===== src/rtl/dreg_share_arbiter_if.sv =====
// dreg_share_arbiter_if: requester-side bundle for the shared data register arbiter.
interface dreg_share_arbiter_if #(parameter int IDXW = 2, parameter int WIDTH = 8);
  localparam int NREQ = 2 ** IDXW;
  logic [NREQ-1:0] req;
  logic [NREQ*WIDTH-1:0] wdata;
  logic [NREQ-1:0] gnt;
  logic [NREQ-1:0] ack;
  logic [WIDTH-1:0] q;
  logic [WIDTH-1:0] q_bar;
  logic [IDXW-1:0] owner;
  logic busy;
  modport master (output req, wdata, input gnt, ack, q, q_bar, owner, busy);
  modport slave (input req, wdata, output gnt, ack, q, q_bar, owner, busy);
endinterface


===== src/rtl/dreg_share_arbiter.sv =====
// dreg_share_arbiter: round-robin write arbiter for a shared WIDTH-bit register with true/complement outputs.
// Define DREG_ARB_FIXED_PRIO_EN to select the lowest-index requester instead of round-robin.
module dreg_share_arbiter #(
  parameter int IDXW = 2,
  parameter int WIDTH = 8
) (
  input logic clk,
  input logic reset,
  dreg_share_arbiter_if.slave bus
);
  localparam int NREQ = 2 ** IDXW;
  typedef enum logic [1:0] {IDLE, GRANT, ACK} state_t;
  state_t state;
  logic [IDXW-1:0] ptr, win, sel;
  logic [NREQ-1:0] gnt, ack;
  logic [WIDTH-1:0] q;
  logic [IDXW-1:0] owner;
  logic busy;
  always_comb begin
    sel = '0;
`ifdef DREG_ARB_FIXED_PRIO_EN
    for (int i = NREQ - 1; i >= 0; i--) if (bus.req[i]) sel = IDXW'(i);
`else
    // nearest set bit after ptr wins; offset NREQ wraps back to ptr itself
    for (int i = NREQ; i >= 1; i--) if (bus.req[ptr + IDXW'(i)]) sel = ptr + IDXW'(i);
`endif
  end
  always_ff @(posedge clk or negedge reset)
    if (!reset) begin
      state <= IDLE;
      gnt <= '0;
      ack <= '0;
      q <= '0;
      owner <= '0;
      busy <= 1'b0;
      ptr <= '1;
      win <= '0;
    end else
      case (state)
        IDLE: if (|bus.req) begin
          win <= sel;
          gnt <= NREQ'(1) << sel;
          busy <= 1'b1;
          state <= GRANT;
        end
        GRANT: begin
          gnt <= '0;
          if (bus.req[win]) begin
            q <= bus.wdata[win*WIDTH +: WIDTH];
            ack <= NREQ'(1) << win;
            owner <= win;
            ptr <= win;
            state <= ACK;
          end else begin
            busy <= 1'b0;
            state <= IDLE;
          end
        end
        ACK: begin
          ack <= '0;
          busy <= 1'b0;
          state <= IDLE;
        end
        default: state <= IDLE;
      endcase
  assign bus.gnt = gnt;
  assign bus.ack = ack;
  assign bus.q = q;
  assign bus.q_bar = ~q;
  assign bus.owner = owner;
  assign bus.busy = busy;
endmodule

===== src/flat_wrapper.sv =====
// flat-port wrapper written by rule: the top's interface ports become plain ports
module dreg_share_arbiter_flat 
#(
  parameter int IDXW = 2,
  parameter int WIDTH = 8
)
  (clk, reset, bus_req, bus_wdata, bus_gnt, bus_ack, bus_q, bus_q_bar, bus_owner, bus_busy);
  dreg_share_arbiter_if #(.IDXW(IDXW), .WIDTH(WIDTH)) bus_i ();
  input logic clk;
  input logic reset;
  input wire logic [$bits(bus_i.req)-1:0] bus_req;
  input wire logic [$bits(bus_i.wdata)-1:0] bus_wdata;
  output wire logic [$bits(bus_i.gnt)-1:0] bus_gnt;
  output wire logic [$bits(bus_i.ack)-1:0] bus_ack;
  output wire logic [$bits(bus_i.q)-1:0] bus_q;
  output wire logic [$bits(bus_i.q_bar)-1:0] bus_q_bar;
  output wire logic [$bits(bus_i.owner)-1:0] bus_owner;
  output wire logic [$bits(bus_i.busy)-1:0] bus_busy;
  assign bus_i.req = bus_req;
  assign bus_i.wdata = bus_wdata;
  assign bus_gnt = bus_i.gnt;
  assign bus_ack = bus_i.ack;
  assign bus_q = bus_i.q;
  assign bus_q_bar = bus_i.q_bar;
  assign bus_owner = bus_i.owner;
  assign bus_busy = bus_i.busy;
  dreg_share_arbiter #(.IDXW(IDXW), .WIDTH(WIDTH)) u_core (.clk(clk), .reset(reset), .bus(bus_i));
endmodule

===== config.mk =====
export PLATFORM = sky130hd
export DESIGN_NAME = dreg_share_arbiter_flat
export DESIGN_NICKNAME = d
export VERILOG_FILES = /design/src/rtl/dreg_share_arbiter_if.sv /design/src/rtl/dreg_share_arbiter.sv /design/src/flat_wrapper.sv
export SDC_FILE = /design/constraint.sdc
export NUM_CORES = 1
export LEC_CHECK = 0
export CAP_MARGIN = 20
export CORE_UTILIZATION = 42
export CTS_CLUSTER_DIAMETER = 150
export DETAILED_ROUTE_END_ITERATION = 10
export PLACE_DENSITY_LB_ADDON = 0.1
export SYNTH_ARGS = -nofsm -noshare
export SYNTH_HDL_FRONTEND = slang
export SYNTH_SLANG_ARGS = --single-unit

===== constraint.sdc =====
create_clock -name clk -period 1.9 [get_ports clk]
set_input_delay 0.57 -clock clk [delete_from_list [all_inputs] [get_ports clk]]
set_output_delay 0.57 -clock clk [all_outputs]
set_load 0.1 [all_outputs]

==> results of run 1 <==
-- flip-flops by register name, summed over array words and instances, names as in the netlist --
| name | cells |
|---|---|
| u_core.bus.q | 8 |
| u_core.bus.ack | 4 |
| u_core.bus.gnt | 4 |
| u_core.bus.owner | 2 |
| u_core.ptr | 2 |
| u_core.state | 2 |
| u_core.win | 2 |
| u_core.bus.busy | 1 |
-- stage by stage --
stage | utilization (%) | hold WS, ns | instances | worst slack, ns | cell area (µm²)
after global routing | 77.47 | 0.5569 | 257 | -0.05345 | 2585
after global placement | 75.55 | 0.5194 | 251 | -0.2545 | 2521
after CTS | 76.34 | 0.5436 | 255 | 0.01216 | 2547
final | 77.47 | 0.5432 | 257 | 0.03209 | 2585
after floorplan | - | 0.2744 | 137 | 0.05645 | 1503
after detailed placement | 75.55 | 0.5248 | 251 | -0.3338 | 2521
-- worst max-delay path: stages --
cell and delay, ns:
clkdlybuf4s50_1 0.60, mux2i_1 0.16, o22ai_2 0.29, buf_4 0.18, mux2_4 0.29
-- cell type report --
type / instances / area [µm²] / area share [%]
clock buffers: 4 / 26.28 / 1.016
inverters: 11 / 71.32 / 2.759
multi-input cells: 93 / 754.5 / 29.19
flip-flops and latches: 25 / 638.1 / 24.69
well taps: 46 / 57.56 / 2.227
repair buffers: 78 / 1037 / 40.13
-- cells in the final DEF, fill, tap and decap left out, drive strengths merged --
master	instances
a21oi	5
nor2b	1
dlymetal6s2s	2
o31ai	2
nand2	18
a21boi	2
nand3	2
clkdlybuf4s50	35
buf	41
mux2i	3
o22a	1
nand2b	4
ha	4
o21a	1
nor2	7
nand3b	1
clkbuf	4
o22ai	1
mux2	5
o21ai	13
mux4	8
a21o	3
dfrtp	23
a31oi	5
o41ai	1
a21bo	1
nor4	1
clkinvlp	8
and2	1
nand4	1
dfstp	2
a31o	1
inv	3
or4	1
-- path summary, 6_finish.rpt --
kind | endpoint | start | slack [ns] | depth (start not counted)
max | u_core.bus.owner[1] | bus_req[2] | 0.03 | 5
min | u_core.ptr[0] | u_core.ptr[0] | 0.54 | 1
max reg2reg | u_core.bus.owner[1] | u_core.state[1] | 0.06 | 6
min reg2reg | u_core.ptr[0] | u_core.ptr[0] | 0.54 | 1
max in group asynchronous | u_core.ptr[0] | reset | 0.99 | 2
min in group asynchronous | u_core.bus.q[4] | reset | 0.62 | 2
-- routing by layer --
| metal | global-route usage [%] | part of all wire (%) |
|---|---|---|
| met2 | 39.40 | 50 |
| met4 | 9.416 | 1.0 |
| met1 | 28.57 | 42 |
| met5 | 0 | 0 |
| met3 | 4.622 | 6.6 |
-- synthesized netlist by cell type --
library cell	count
clkbuf_1	2
nand2_1	18
o21a_1	1
o22ai_2	1
dfstp_2	2
a31o_2	1
mux4_2	8
or4_1	1
o21ai_0	12
dfrtp_1	23
nand3_1	2
o21ai_1	1
a21boi_0	2
inv_1	11
nand4_1	1
nor2_1	7
mux2_4	1
o31ai_4	1
nand2b_1	4
a21o_1	3
and2_1	1
buf_4	1
a31oi_1	5
o31ai_1	1
o41ai_2	1
nand3b_1	1
nor2b_1	1
o22a_1	1
buf_6	2
nor4_1	1
a21bo_2	1
ha_1	4
buf_2	3
mux2i_1	3
a21oi_1	5
mux2_2	4
-- timing repair --
action                                  CTS  global route
hold buffers                              0             0
setup buffers                             0             2
endpoints found under the setup margin    0            12
resized for setup                         0             6
-- cells by family after synthesis --
kind of cell             count (synthesis)  synth area share, %
buffers and inverters                   19                6.416
multiplexers                            16                18.48
AND/OR/NAND/NOR                         37                11.55
adder cells (fa/ha/maj)                  4                3.422
flip-flops                              25                42.94
AO/OA/AOI/OAI                           36                17.19
==> run metrics, run 1 <==
status completed; layout cell share with drive strength beyond 1 39.34%; number of global-route vias before repair 1325; routed length per placed instance roughly 16 µm; clk sinks 25; Critical Path AT 2.08 ns; I/O Buffers 64; first-pass GRT wire length 6.154 mm; vias per cell between 5 and 6; DIE WIDTH between 60 and 70 µm; Syn Area/Cell 10.68 µm²; detailed-route via count roughly 1.3k; Top Ports 65; top cell type's share of synthesized area 39.35%; Final setup viols 0; sequential-to-total area share from yosys stat between 40% and 50%; Setup CP Type primary input to flop; Die Ht 61.01 µm; min Tclk post-route approximately 1.9 ns; Synth cell types 36; Synth Cell Area 1463 µm²; number of max-cap violations 0; worst min path class flop to flop; antenna viol nets, final 0; Pre-antenna DRT Iters 4; period utilisation layout between 90% and 100%; hpwl dp 3.157 mm; accumulated negative setup slack 0 ns; Max Transition Viols Final 0; maximum fanout along the worst path 6; number of synthesized register bits 25; NumNets Final between 200 and 300; TritonCTS buffer count 3; # rows 21; Filler cells approximately 220; grt total ovfl 0; main area contributors after synthesis dfrtp_1 (39%), mux4_2 (12%), nand2_1 (4.6%); largest net degree at the start of global routing 26; area delta synth->final 76.73%; Rel. slew slack 77.08%; area leader, netlist dfrtp_1; Clock Latency Late Sink 0.32 ns; Worst Clk Skew about 0.0043 ns; Residual DRC 0; H-tree depth 1; CTS tree done; measured slew at the worst slew-check pin ~0.34 ns; GPL Wtd Cong about 0.85; Worst Setup Start Kind primary input; clock-pin slew on the worst setup and hold paths 0.13 ns; Crit. End Element flop; syn nets roughly 180; clk buf depth 2; Post-Syn Instances 137; Yosys Warn Count 0; RSZ-0062 raised after global routing true; maximum clock rate 0.5354 GHz; initial DRC count 33; CP required 2.12 ns; ANT cells 0; GRT Overall Usage 23.02%; core box area 3337 µm²; clock root cell clkbuf_4; Fin. Hold Viols 0; initial antenna violation count 0; Initial Utilization 43.83%; die area 3722 µm²; Final Routed Wirelength 4.054 mm
Power of run 1 is left out: the tool's default activity adds up to more than one toggle a clock period on the data nets, which glitch-free logic cannot reach.
==> inputs of run 2 (changes only) <==
CORE_UTILIZATION = 38   (was 42)
clock period = 1.7 ns   (was 1.9 ns; I/O delays follow)
==> run metrics, run 2 (synthesized netlist as in run 1, its figures left out) <==
status completed; CTS Hold Bufs 0; period utilisation layout 98.52%; die area 4101 µm²; core box area 3689 µm²; ANT cells 0; H-tree depth 1; post-route core utilization 72.18%; CP required about 1.9 ns; DIE WIDTH approximately 64 µm; Pre-antenna DRT Iters 4; maximum fanout along the worst path 6; commonest non-fill, non-tap cells in the layout clkdlybuf4s50_1 (33), buf_12 (28), nand2_1 (18); initial DRC count 38; grt total ovfl 0; Rel. slew slack about four fifths; first-pass GRT wire length between 6 and 7 mm; worst min path class flop to flop; I/O Buffers 64; Multi-input gate area 789.5 µm²; hold path start u_core.ptr[0]; Max Transition Viols Final 0; number of max-cap violations 0; NumNets Final around 260; GPL Wtd Cong 0.7542; Worst Setup Start Kind primary input; clk sinks 25; Final setup viols 0; antenna viol nets, final 0; measured slew at the worst slew-check pin between 0.3 and 0.4 ns; Critical Path AT 1.83 ns; layout cell share with drive strength beyond 1 roughly 40%; Filler cells 262; CTS tree done; Top Ports 65; clk buf depth 2; number of global-route vias before repair 1430; RSZ-0062 raised after global routing false; min Tclk post-route 1.675 ns; commonest non-fill, non-tap cell in the layout clkdlybuf4s50_1; GRT Overall Usage between 20% and 30%; # rows 22; Post-CTS Setup Bufs 0; Residual DRC 0; Largest register FFs 8; initial antenna violation count 0; Final Routed Wirelength 4.019 mm; TritonCTS buffer count 3; detailed-route via count between 1k and 1.5k; Setup CP Type primary input to flop; clock-pin slew on the worst setup and hold paths 0.09 ns; Clock Latency Late Sink 0.27 ns; Fin. Hold Viols 0; maximum clock rate around 0.60 GHz; crit path launch bus_req[1]; area delta synth->final 82.04%; PostCTS Resize Cnt 12; routed length per placed instance 15.46 µm; vias per cell 5.362; clock root cell clkbuf_8; Worst Clk Skew 0.003887 ns; Die Ht approximately 64 µm; FF/Latch Area 658.1 µm²; Largest Register u_core.bus.q; r2r startpoint u_core.state[0]; hpwl dp approximately 3.1 mm; Crit. End Element flop; Initial Utilization about two fifths; biggest regs u_core.bus.q (8), u_core.bus.ack (4), u_core.bus.gnt (4); largest net degree at the start of global routing 26
-- run 2: cell count changes in the layout (fill, tap and decap cells not counted), moves of 2 or more --
cell	previous run	this run
clkbuf_8	0	3
clkdlybuf4s50_1	35	33
dfrtp_4	0	8
dfrtp_2	8	0
dlymetal6s2s_1	2	0
clkbuf_4	3	0
dlygate4sd2_1	0	4
-- run 2: through the flow --
stage	area [µm²]	setup slack [ns]	std cells	hold slack, ns	TNS, ns
6_report	2663	0.02518	260	0.5450	0
5_1_grt	2663	0.0006546	260	0.5637	0
4_1_cts	2644	0.03428	260	0.5493	0
3_5_place_dp	2566	-0.4421	256	0.5335	-8.354
3_3_place_gp	2566	-0.4387	256	0.5191	-7.542
2_1_floorplan	1523	0.07537	137	0.2144	0
-- run 2: cell type report --
| type | instances | area share, % |
|---|---|---|
| Timing Repair Buffer | 79 | 39.00 |
| Inverter | 11 | 2.679 |
| Clock buffer | 4 | 1.692 |
| Sequential cell | 25 | 24.72 |
| Tap cell | 48 | 2.256 |
| Multi-Input combinational cell | 93 | 29.65 |
-- run 2: path summary, 6_finish.rpt --
kind	slack, ns	end	cells past startpoint
min in group asynchronous	0.60	u_core.bus.q[0]	2
hold reg to reg	0.54	u_core.ptr[0]	1
hold / removal	0.54	u_core.ptr[0]	1
max in group asynchronous	0.80	u_core.ptr[1]	2
setup / recovery	0.03	u_core.win[1]	4
setup reg to reg	0.10	u_core.bus.busy	6
-- run 2: worst max-delay path: stages --
cell and delay (ns):
dlygate4sd2_1 0.31, or4_1 0.55, nand2_1 0.12, mux2_2 0.34
-- run 2: layer usage --
metal,GRT usage (%),up-vias,share of wire [%]
met3,4.286,2,7.6
li1,-,639,-
met4,7.102,0,0.50
met1,26.33,696,41
met2,37.23,57,51
met5,0,-,0
Power of run 2 is left out for the same reason.
